[src/rtl/insn_pkg.sv]
// Shared RV32I encode/decode definitions: instruction format selector, major opcode
// constants and signed immediate bounds for each immediate-bearing format.
package insn_pkg;

  typedef enum logic [2:0] {
    FMT_R = 3'd0,
    FMT_I = 3'd1,
    FMT_S = 3'd2,
    FMT_B = 3'd3,
    FMT_U = 3'd4,
    FMT_J = 3'd5
  } fmt_e;

  localparam logic [6:0] OP_LUI    = 7'h37;
  localparam logic [6:0] OP_JAL    = 7'h6f;
  localparam logic [6:0] OP_BRANCH = 7'h63;
  localparam logic [6:0] OP_STORE  = 7'h23;
  localparam logic [6:0] OP_OP_IMM = 7'h13;
  localparam logic [6:0] OP_OP     = 7'h33;

  // Inclusive signed ranges of the byte offsets/values each format can represent.
  localparam int IMM_I_MIN = -2048;
  localparam int IMM_I_MAX = 2047;
  localparam int IMM_B_MIN = -4096;
  localparam int IMM_B_MAX = 4094;
  localparam int IMM_J_MIN = -1048576;
  localparam int IMM_J_MAX = 1048574;

  function automatic logic imm_in_range(input logic [31:0] imm, input int lo, input int hi);
    return ($signed(imm) >= lo) && ($signed(imm) <= hi);
  endfunction

endpackage

[src/rtl/insn_fifo.sv]
// Generic DEPTH x WIDTH synchronous FIFO with flush and occupancy count.
// Ports:
//   clk_i, rst_ni   clock, asynchronous active-low reset
//   flush_i         synchronous clear; beats push and pop
//   push_i/wdata_i  write request (ignored when full)
//   pop_i           read request (ignored when empty)
//   rdata_o         head entry, zero when empty
//   full_o/empty_o  status
//   level_o         occupancy 0..DEPTH
module insn_fifo #(
  parameter int unsigned DEPTH = 4,
  parameter int unsigned WIDTH = 33
) (
  input  logic                       clk_i,
  input  logic                       rst_ni,
  input  logic                       flush_i,
  input  logic                       push_i,
  input  logic [WIDTH-1:0]           wdata_i,
  input  logic                       pop_i,
  output logic [WIDTH-1:0]           rdata_o,
  output logic                       full_o,
  output logic                       empty_o,
  output logic [$clog2(DEPTH):0]     level_o
);

  localparam int unsigned PtrW = $clog2(DEPTH);
  localparam int unsigned LvlW = PtrW + 1;

  logic [WIDTH-1:0] mem_q [DEPTH];
  logic [PtrW-1:0]  wptr_q, wptr_d, rptr_q, rptr_d;
  logic [LvlW-1:0]  level_q, level_d;
  logic             do_push, do_pop;

  assign full_o  = (level_q == LvlW'(DEPTH));
  assign empty_o = (level_q == '0);
  assign do_push = push_i && !full_o;
  assign do_pop  = pop_i && !empty_o;

  always_comb begin
    wptr_d  = wptr_q;
    rptr_d  = rptr_q;
    level_d = level_q;
    if (flush_i) begin
      wptr_d  = '0;
      rptr_d  = '0;
      level_d = '0;
    end else begin
      // DEPTH is a power of two, so pointers wrap naturally.
      if (do_push) wptr_d = wptr_q + 1'b1;
      if (do_pop)  rptr_d = rptr_q + 1'b1;
      level_d = level_q + LvlW'(do_push) - LvlW'(do_pop);
    end
  end

  always_ff @(posedge clk_i or negedge rst_ni) begin
    if (!rst_ni) begin
      wptr_q  <= '0;
      rptr_q  <= '0;
      level_q <= '0;
      for (int unsigned i = 0; i < DEPTH; i++) mem_q[i] <= '0;
    end else begin
      wptr_q  <= wptr_d;
      rptr_q  <= rptr_d;
      level_q <= level_d;
      if (do_push && !flush_i) mem_q[wptr_q] <= wdata_i;
    end
  end

  assign rdata_o = empty_o ? '0 : mem_q[rptr_q];
  assign level_o = level_q;

endmodule

[src/rtl/insn_encode.sv]
// Streaming RV32I instruction encoder: packs per-field tuples into 32-bit words
// according to in_fmt and queues {err, word} in an output FIFO.
// Build option: define INSN_ENCODE_CHECK_EN to flag out-of-range or misaligned
// immediates; without it only illegal formats (6/7) raise out_err.
// Ports:
//   clk, rst_n               clock, asynchronous active-low reset
//   flush                    synchronous FIFO clear (drops same-cycle write)
//   in_valid/in_ready        input tuple handshake
//   in_fmt..in_imm           format selector and instruction fields
//   out_valid/out_ready      output word handshake
//   out_insn, out_err        FIFO head word and its error flag
//   level                    FIFO occupancy
module insn_encode
  import insn_pkg::*;
#(
  parameter int unsigned DEPTH = 4,
  parameter int unsigned LVL_W = $clog2(DEPTH) + 1
) (
  input  logic             clk,
  input  logic             rst_n,
  input  logic             flush,
  input  logic             in_valid,
  output logic             in_ready,
  input  logic [2:0]       in_fmt,
  input  logic [6:0]       in_opcode,
  input  logic [4:0]       in_rd,
  input  logic [2:0]       in_funct3,
  input  logic [4:0]       in_rs1,
  input  logic [4:0]       in_rs2,
  input  logic [6:0]       in_funct7,
  input  logic [31:0]      in_imm,
  output logic             out_valid,
  input  logic             out_ready,
  output logic [31:0]      out_insn,
  output logic             out_err,
  output logic [LVL_W-1:0] level
);

  fmt_e        fmt;
  logic [31:0] enc_insn;
  logic        fmt_err;
  logic        chk_err;
  logic        ready_q;
  logic        fifo_full;
  logic        fifo_empty;
  logic [32:0] fifo_rdata;

  assign fmt = fmt_e'(in_fmt);

  always_comb begin
    enc_insn = '0;
    fmt_err  = 1'b0;
    case (fmt)
      FMT_R: enc_insn = {in_funct7, in_rs2, in_rs1, in_funct3, in_rd, in_opcode};
      FMT_I: enc_insn = {in_imm[11:0], in_rs1, in_funct3, in_rd, in_opcode};
      FMT_S: enc_insn = {in_imm[11:5], in_rs2, in_rs1, in_funct3, in_imm[4:0], in_opcode};
      FMT_B: enc_insn = {in_imm[12], in_imm[10:5], in_rs2, in_rs1, in_funct3,
                         in_imm[4:1], in_imm[11], in_opcode};
      FMT_U: enc_insn = {in_imm[31:12], in_rd, in_opcode};
      FMT_J: enc_insn = {in_imm[20], in_imm[10:1], in_imm[11], in_imm[19:12],
                         in_rd, in_opcode};
      default: fmt_err = 1'b1;
    endcase
  end

`ifdef INSN_ENCODE_CHECK_EN
  always_comb begin
    chk_err = 1'b0;
    case (fmt)
      FMT_I, FMT_S: chk_err = !imm_in_range(in_imm, IMM_I_MIN, IMM_I_MAX);
      FMT_B:        chk_err = !imm_in_range(in_imm, IMM_B_MIN, IMM_B_MAX) || in_imm[0];
      FMT_J:        chk_err = !imm_in_range(in_imm, IMM_J_MIN, IMM_J_MAX) || in_imm[0];
      FMT_U:        chk_err = (in_imm[11:0] != 12'd0);
      default:      chk_err = 1'b0;
    endcase
  end
`else
  assign chk_err = 1'b0;
`endif

  // Holds in_ready low while in reset and until the first edge after release.
  always_ff @(posedge clk or negedge rst_n) begin
    if (!rst_n) begin
      ready_q <= 1'b0;
    end else begin
      ready_q <= 1'b1;
    end
  end

  // Full blocks input even if the head is being popped this cycle.
  assign in_ready = ready_q && !fifo_full;

  insn_fifo #(
    .DEPTH (DEPTH),
    .WIDTH (33)
  ) u_fifo (
    .clk_i   (clk),
    .rst_ni  (rst_n),
    .flush_i (flush),
    .push_i  (in_valid && in_ready),
    .wdata_i ({fmt_err || chk_err, enc_insn}),
    .pop_i   (out_valid && out_ready),
    .rdata_o (fifo_rdata),
    .full_o  (fifo_full),
    .empty_o (fifo_empty),
    .level_o (level)
  );

  assign out_valid = !fifo_empty;
  assign out_insn  = fifo_rdata[31:0];
  assign out_err   = fifo_rdata[32];

endmodule

[config.mk]
export PLATFORM = sky130hd
export DESIGN_NAME = insn_encode
export DESIGN_NICKNAME = d
export VERILOG_FILES = /design/src/rtl/insn_pkg.sv /design/src/rtl/insn_fifo.sv /design/src/rtl/insn_encode.sv
export SDC_FILE = /design/constraint.sdc
export NUM_CORES = 1
export LEC_CHECK = 0
export ABC_AREA = 1
export CAP_MARGIN = 20
export CORE_ASPECT_RATIO = 0.6
export CORE_MARGIN = 2
export CORE_UTILIZATION = 40
export CTS_CLUSTER_DIAMETER = 60
export DETAILED_ROUTE_END_ITERATION = 16
export HOLD_SLACK_MARGIN = 0.1
export PLACE_DENSITY = 0.63
export SLEW_MARGIN = 20
export SYNTH_ARGS = -nofsm -noshare
export SYNTH_HDL_FRONTEND = slang
export SYNTH_SLANG_ARGS = --single-unit
export TNS_END_PERCENT = 100
[constraint.sdc]
create_clock -name clk -period 2.53 [get_ports clk]
set_input_delay 0.253 -clock clk [delete_from_list [all_inputs] [get_ports clk]]
set_output_delay 0.253 -clock clk [all_outputs]
set_load 0.005 [all_outputs]
======== Word level (Yosys, flattened, before mapping) ========
Index checks and enable logic that the tools add are counted.
Widths: inputs -> output; s select.
operators by class
  add/sub/neg operators ................... 4
  bitwise logic cells ..................... 2
  order comparisons ....................... 3
  equal/unequal tests ..................... 6
  muxes and demuxes ....................... 14
  reduce and logical (&&, ||, !) cells .... 15
operators by type and width
  cell                 count
  $pmux 32 s6          1
  $bwmux 132           1
  $mux 33              4
  $bmux 33 s2          1
  $demux 33 s2         1
  $eq 3x3->1 const B   3
  $mux 2               4
  $logic_and 1x1->1    7
  $eq 3x2->1 const B   2
  $ge 3x3->1 const B   2
  $logic_not 3->1      2
  $not 2->3            2
  $reduce_or 6->1      1
  $add 2x1->2 const B  2
  $reduce_bool 2->1    2
  $add 3x1->3          1
  $eq 3x1->1 const B   1
  $logic_not 1->1      3
  $lt 3x1->1 const B   1
  $mux 3               1
  $sub 3x1->3          1
  $mux 1               1
word-level totals
  output and inout bits ................... 38
  flip-flop bits (word level) ............. 140

======== Depth between registers and ports, before layout ========
  word-level depth ........................ 8
  depth in mapped cells ................... 11
  mapped depth without buffers ............ 11

======== Cells and area by module ========
A second synthesis with hierarchy kept.
second synthesis, totals
  cell total of the unflattened synthesis .. 1037
  area, all modules ....................... 7591.0 µm²
modules (own cells, without submodules)
  module       area an instance (µm²)  seq. area each (µm²)  instances  cells each
  insn_fifo    6934.2                  3478.3                1          901
  insn_encode  656.9                   25.0                  1          136

======== Worst setup path after synthesis ========
No wires, ideal clock.
  path type ............................... flip-flop to flip-flop
  from .................................... register u_fifo.level_q[1] (netlist: u_fifo.level_o[1])
  to ...................................... register u_fifo.level_q[2] (netlist: u_fifo.level_o[2])
  buffers on the path ..................... 0
  arrival ................................. 1.832 ns
  clock period less this slack ............ 1.951 ns
  setup time .............................. 0.118 ns
  slack ................................... 0.579 ns
  stages on the path, launching flop included .. 12
  cell sequence ........................... dfrtp_1 -> inv_2 -> nand3_1 -> nand2_1 -> inv_1 -> ha_1 -> inv_1 -> ha_1 -> inv_1 -> fa_1 -> xor2_1 -> nor2_1
between the ends
  elaborated cells between the ends (all ways) .. 12
  classes of those cells .................. add/sub (2); eq/ne (1); mux (1); reduce/logical (8)
RTL lines
  item                    line                text
  start, declared         insn_fifo.sv:31     logic [LvlW-1:0] level_q, level_d;
  start signal, assigned  insn_fifo.sv:64     level_q <= level_d;
  $logic_not 3->1 (*)     insn_fifo.sv:35     assign empty_o = (level_q == '0);
  $logic_not 1->1 (*)     insn_encode.sv:109  assign out_valid = !fifo_empty;
  net out_valid           insn_encode.sv:32   output logic out_valid,
  $logic_and 1x1->1       insn_encode.sv:102  .pop_i (out_valid && out_ready),
  $logic_and 1x1->1 (*)   insn_fifo.sv:37     assign do_pop = pop_i && !empty_o;
  $sub 3x1->3 (*)         insn_fifo.sv:51     level_d = level_q + LvlW'(do_push) - LvlW'(do_pop);
  $mux 3 (*)              insn_fifo.sv:43     if (flush_i) begin
  net u_fifo.level_d[2]   insn_fifo.sv:31
The timed path passes the listed nets; every way through them passes the cells marked *.
A chain may end at the register's enable or synchronous reset.

======== Final worst setup path ========
  from .................................... register u_fifo.rptr_q[0]
  to ...................................... output out_insn[11]
between the ends
  longest elaborated chain between the ends .. 5
ends and longest elaborated chain
  item                                        line               text
  start, declared                             insn_fifo.sv:30    logic [PtrW-1:0] wptr_q, wptr_d, rptr_q, rptr_d;
  start signal, assigned                      insn_fifo.sv:63    rptr_q <= rptr_d;
  $not 2->3 (not written as such)             insn_fifo.sv:69    assign rdata_o = empty_o ? '0 : mem_q[rptr_q];
  $bmux 33 s2                                 insn_fifo.sv:69
  $mux 33 (not written as such) (2 in a row)  insn_fifo.sv:69
  $mux 33                                     insn_fifo.sv:69
  end, declared                               insn_encode.sv:34  output logic [31:0] out_insn,
No other way between the ends. The select of a mux whose other input is x is not followed.

==> impl_results.md <==
- Vias in the first global route: approximately 6400
- Largest net degree at the start of global routing: 67
- Worst setup EP type: output port
- Vias/cell: 5.01
- Die area: 0.0193 mm²
- Sink Count: 140
- 1st-iter DRT viols: 607
- Post-synthesis cell type count: 31
- Power, Total: 0.00875 W
- I/O Buffers: roughly 110
- Worst path buffer plus inverter count: 3
- Synth Area per Inst: 7.32 µm²
- Setup CP Type: reg -> out
- Initial antenna violation count: 0
- Actual slew at the worst max-slew pin: 0.678 ns
- First drt pass iteration count: 5
- Post-route DRC: 0
- Non-Filler Instances: 1346
- Status: complete, no violations
- Congestion Overflow GR: 0
- Post-Syn Instances: 994
- Max-cap violation count: 0
- P per Cell Area: 943 mW/mm²
- Max-slew violation count: 0
- Wire per inst: about 16 µm
- Leak Pwr: 4.74 nW
- Total GRT Usage: 24.0%
- Core Box Area: 0.0179 mm²
- Die Y: 108 µm
- Post-synth ARST share: 100%
- Post-DP HPWL: 13800 µm
- Final nets: ~1200
- Top-Level Pins: 110
- CTS tree: done
- Routed WL: 22000 µm
- EDFF count, synth: 0
- Cell family with most CP delay: buffers and inverters
- Hold WC Path Type: in -> async
- Mapped cell area: 0.00727 mm²
- R2R setup slack: 0.49 ns
- Yosys reg bits: 140
- First-pass GRT wire length: between 30000 and 40000 µm
- Fillers: 1723
- CTS root buf: clkbuf_16
- Max_slew headroom: around 55%
- Fin util: 51.8%
- Hold slack: 0.384 ns
- YS warnings: 0
- Kind of start point of the critical path: flop
- Final period utilization: 97.2%
- Top-count cell post-synth: nand2_1
- Most frequent cells after synthesis: nand2_1 (430), nor2_1 (147), dfrtp_1 (140)
- Final GP Congestion: around 0.83
- P&R area growth vs syn: 27.5%
- Share of layout cells above drive strength 1: 7.14%
- Die W: 178 µm
- R2r endpoint: u_fifo.level_o[2]
- Max Fclk: 407 MHz
- Placed Cells: 1308
- Critical Path AT: 2.21 ns
- DRT antenna net count: 0
- Clock Skew: 0.00821 ns
- CP max stage cell: dfrtp_2
- H-Tree Depth: 4
- Final setup TNS: 0 ns
- Hold Fails Final Rpt: 0
- Synth top area share: 48.2%
- CP max FO: 21
- Mapped Nets: 1073
- Top_reg_cell synth: dfrtp_1
- Post-synthesis sequential area ratio: 48.2%
- Synth top area cells: dfrtp_1 (48%), nand2_1 (22%), nor2_1 (7.6%), o21ai_0 (4.7%), nand3_1 (3.8%)
- Final Setup Violations: 0
- Antenna Cells: 0
- Worst reg2reg path startpoint: u_fifo.level_o[1]
- Clk buf depth: 2
- Crit path cell chain: clkinvlp_4 > clkbuf_16 > o21ai_0 > a21oi_1 > clkdlybuf4s50_1
- Reg2Reg Depth: 11
- Cts bufs inserted: 17
- Initial Util: 40.6%
- Clock-pin slew on the worst setup and hold paths: 0.06 ns
- Max stage delay on crit path: 0.45 ns
- Clk_lat worst skew: 0.42 ns
- Post-layout min period: about 2.5 ns
- Worst Path Required: 2.28 ns
- Cell accounting for the most synthesized area: dfrtp_1
- Row count: 38
- Vias: 6744
- Peak supply drop: roughly 0.00055 V
- RSZ-0062 raised after global routing: no
## metal layers
| layer | track usage, % | up-vias | wire [µm] |
|---|---|---|---|
| li1 | - | 3309 | - |
| met1 | 36.1 | 3147 | 11000 |
| met2 | 34.6 | 263 | 8880 |
| met3 | 5.98 | 25 | 1860 |
| met4 | 5.33 | 0 | 238 |
| met5 | 0 | - | 0 |
## area by class of cell
type                       count  area, µm²  area share [%]
clock buffer                  17        425            4.59
clock inverter                15        189            2.04
inverter                      30        116            1.25
multi-input combinational    766       3300            35.6
sequential                   140       3510            37.8
tap                          240        300            3.24
timing repair buffer         138       1440            15.5
## where the power goes
part	switching [W]	leakage, nW	internal, W
clock network	0.00105	0.283	0.00157
logic	0.00162	2.58	0.00141
registers	0.000322	1.88	0.00278
total	0.00299	4.74	0.00576
## worst register-to-register path, stage by stage, from the launching register on
cell	delay [ns]
dfrtp_1	0.44
inv_2	0.09
nand3_1	0.13
nand2_1	0.11
inv_1	0.04
ha_1	0.26
inv_1	0.06
ha_1	0.14
inv_1	0.05
fa_1	0.39
xor2_1	0.17
nor2_1	0.10
## through the flow
step	worst slack [ns]	cell area [µm²]
2_1_floorplan	0.579	7270
3_3_place_gp	0.483	8560
3_5_place_dp	0.474	8560
4_1_cts	0.0192	9180
5_1_grt	0.00127	9280
6_report	0.0719	9280
## timing repair
item	4_1_cts	5_1_grt
hold buffers	1	0
buffers inserted	0	4
setup endpoints to repair	0	31
resized for setup	0	15
hold endpoints to repair	62	0
## logic make-up (layout without fill, tap and decap cells)
group	after synthesis	after routing	synth area share, %
buf+inv	88	200	6.48
xor+xnor	2	2	0.241
fa+ha+maj	7	7	1.31
compound gates	107	107	7.57
simple gates	649	649	36.2
flops	140	140	48.2
other cells	1	1	0.0516
## cell usage in the layout (no fill, tap or decap)
| master | Yosys | final |
|---|---|---|
| clkinv_4 | 0 | 3 |
| and2_1 | 1 | 1 |
| inv_1 | 26 | 25 |
| o21ai_1 | 0 | 3 |
| inv_2 | 3 | 3 |
| buf_4 | 4 | 18 |
| dfrtp_2 | 0 | 2 |
| nor2_1 | 147 | 147 |
| clkdlybuf4s50_1 | 0 | 105 |
| nand4_1 | 3 | 3 |
| fa_1 | 1 | 1 |
| clkinv_1 | 1 | 1 |
| ha_1 | 6 | 6 |
| nor3b_1 | 1 | 1 |
| nand3_1 | 55 | 55 |
| bufinv_16 | 0 | 3 |
| buf_6 | 12 | 2 |
| inv_6 | 0 | 4 |
| clkbuf_16 | 0 | 18 |
| dlygate4sd3_1 | 0 | 1 |
| nand2_1 | 430 | 430 |
| nor2_8 | 1 | 1 |
| nand3_2 | 1 | 1 |
| xor2_1 | 1 | 1 |
| conb_1 | 1 | 1 |
| o21ai_0 | 68 | 65 |
| nand2_4 | 4 | 4 |
| dlymetal6s2s_1 | 0 | 3 |
| xnor2_1 | 1 | 1 |
| buf_12 | 0 | 8 |
| a22o_1 | 4 | 4 |
| dfrtp_1 | 140 | 138 |
| clkinvlp_4 | 0 | 6 |
| nand4_4 | 1 | 1 |
| nor2_4 | 4 | 4 |
| nand3_4 | 1 | 1 |
| a21oi_1 | 35 | 35 |
## registers in the layout, indices dropped and copies added (netlist names)
register / count
u_fifo.wptr_q: 2
u_fifo.level_o: 3
u_fifo.mem_q: 132
ready_q: 1
u_fifo.rptr_q: 2
## worst max-delay path by stage
stage	from	end	depth (start not counted)
floorplan	u_fifo.level_o[1]	u_fifo.level_o[2]	11
global placement	u_fifo.rptr_q[0]	out_insn[31]	6
detailed placement	out_ready	u_fifo.level_o[2]	10
CTS	u_fifo.rptr_q[0]	out_insn[25]	5
global route	u_fifo.rptr_q[1]	out_insn[31]	6
finish	u_fifo.rptr_q[0]	out_insn[11]	5
No activity file was read; power rests on OpenSTA's default activity.
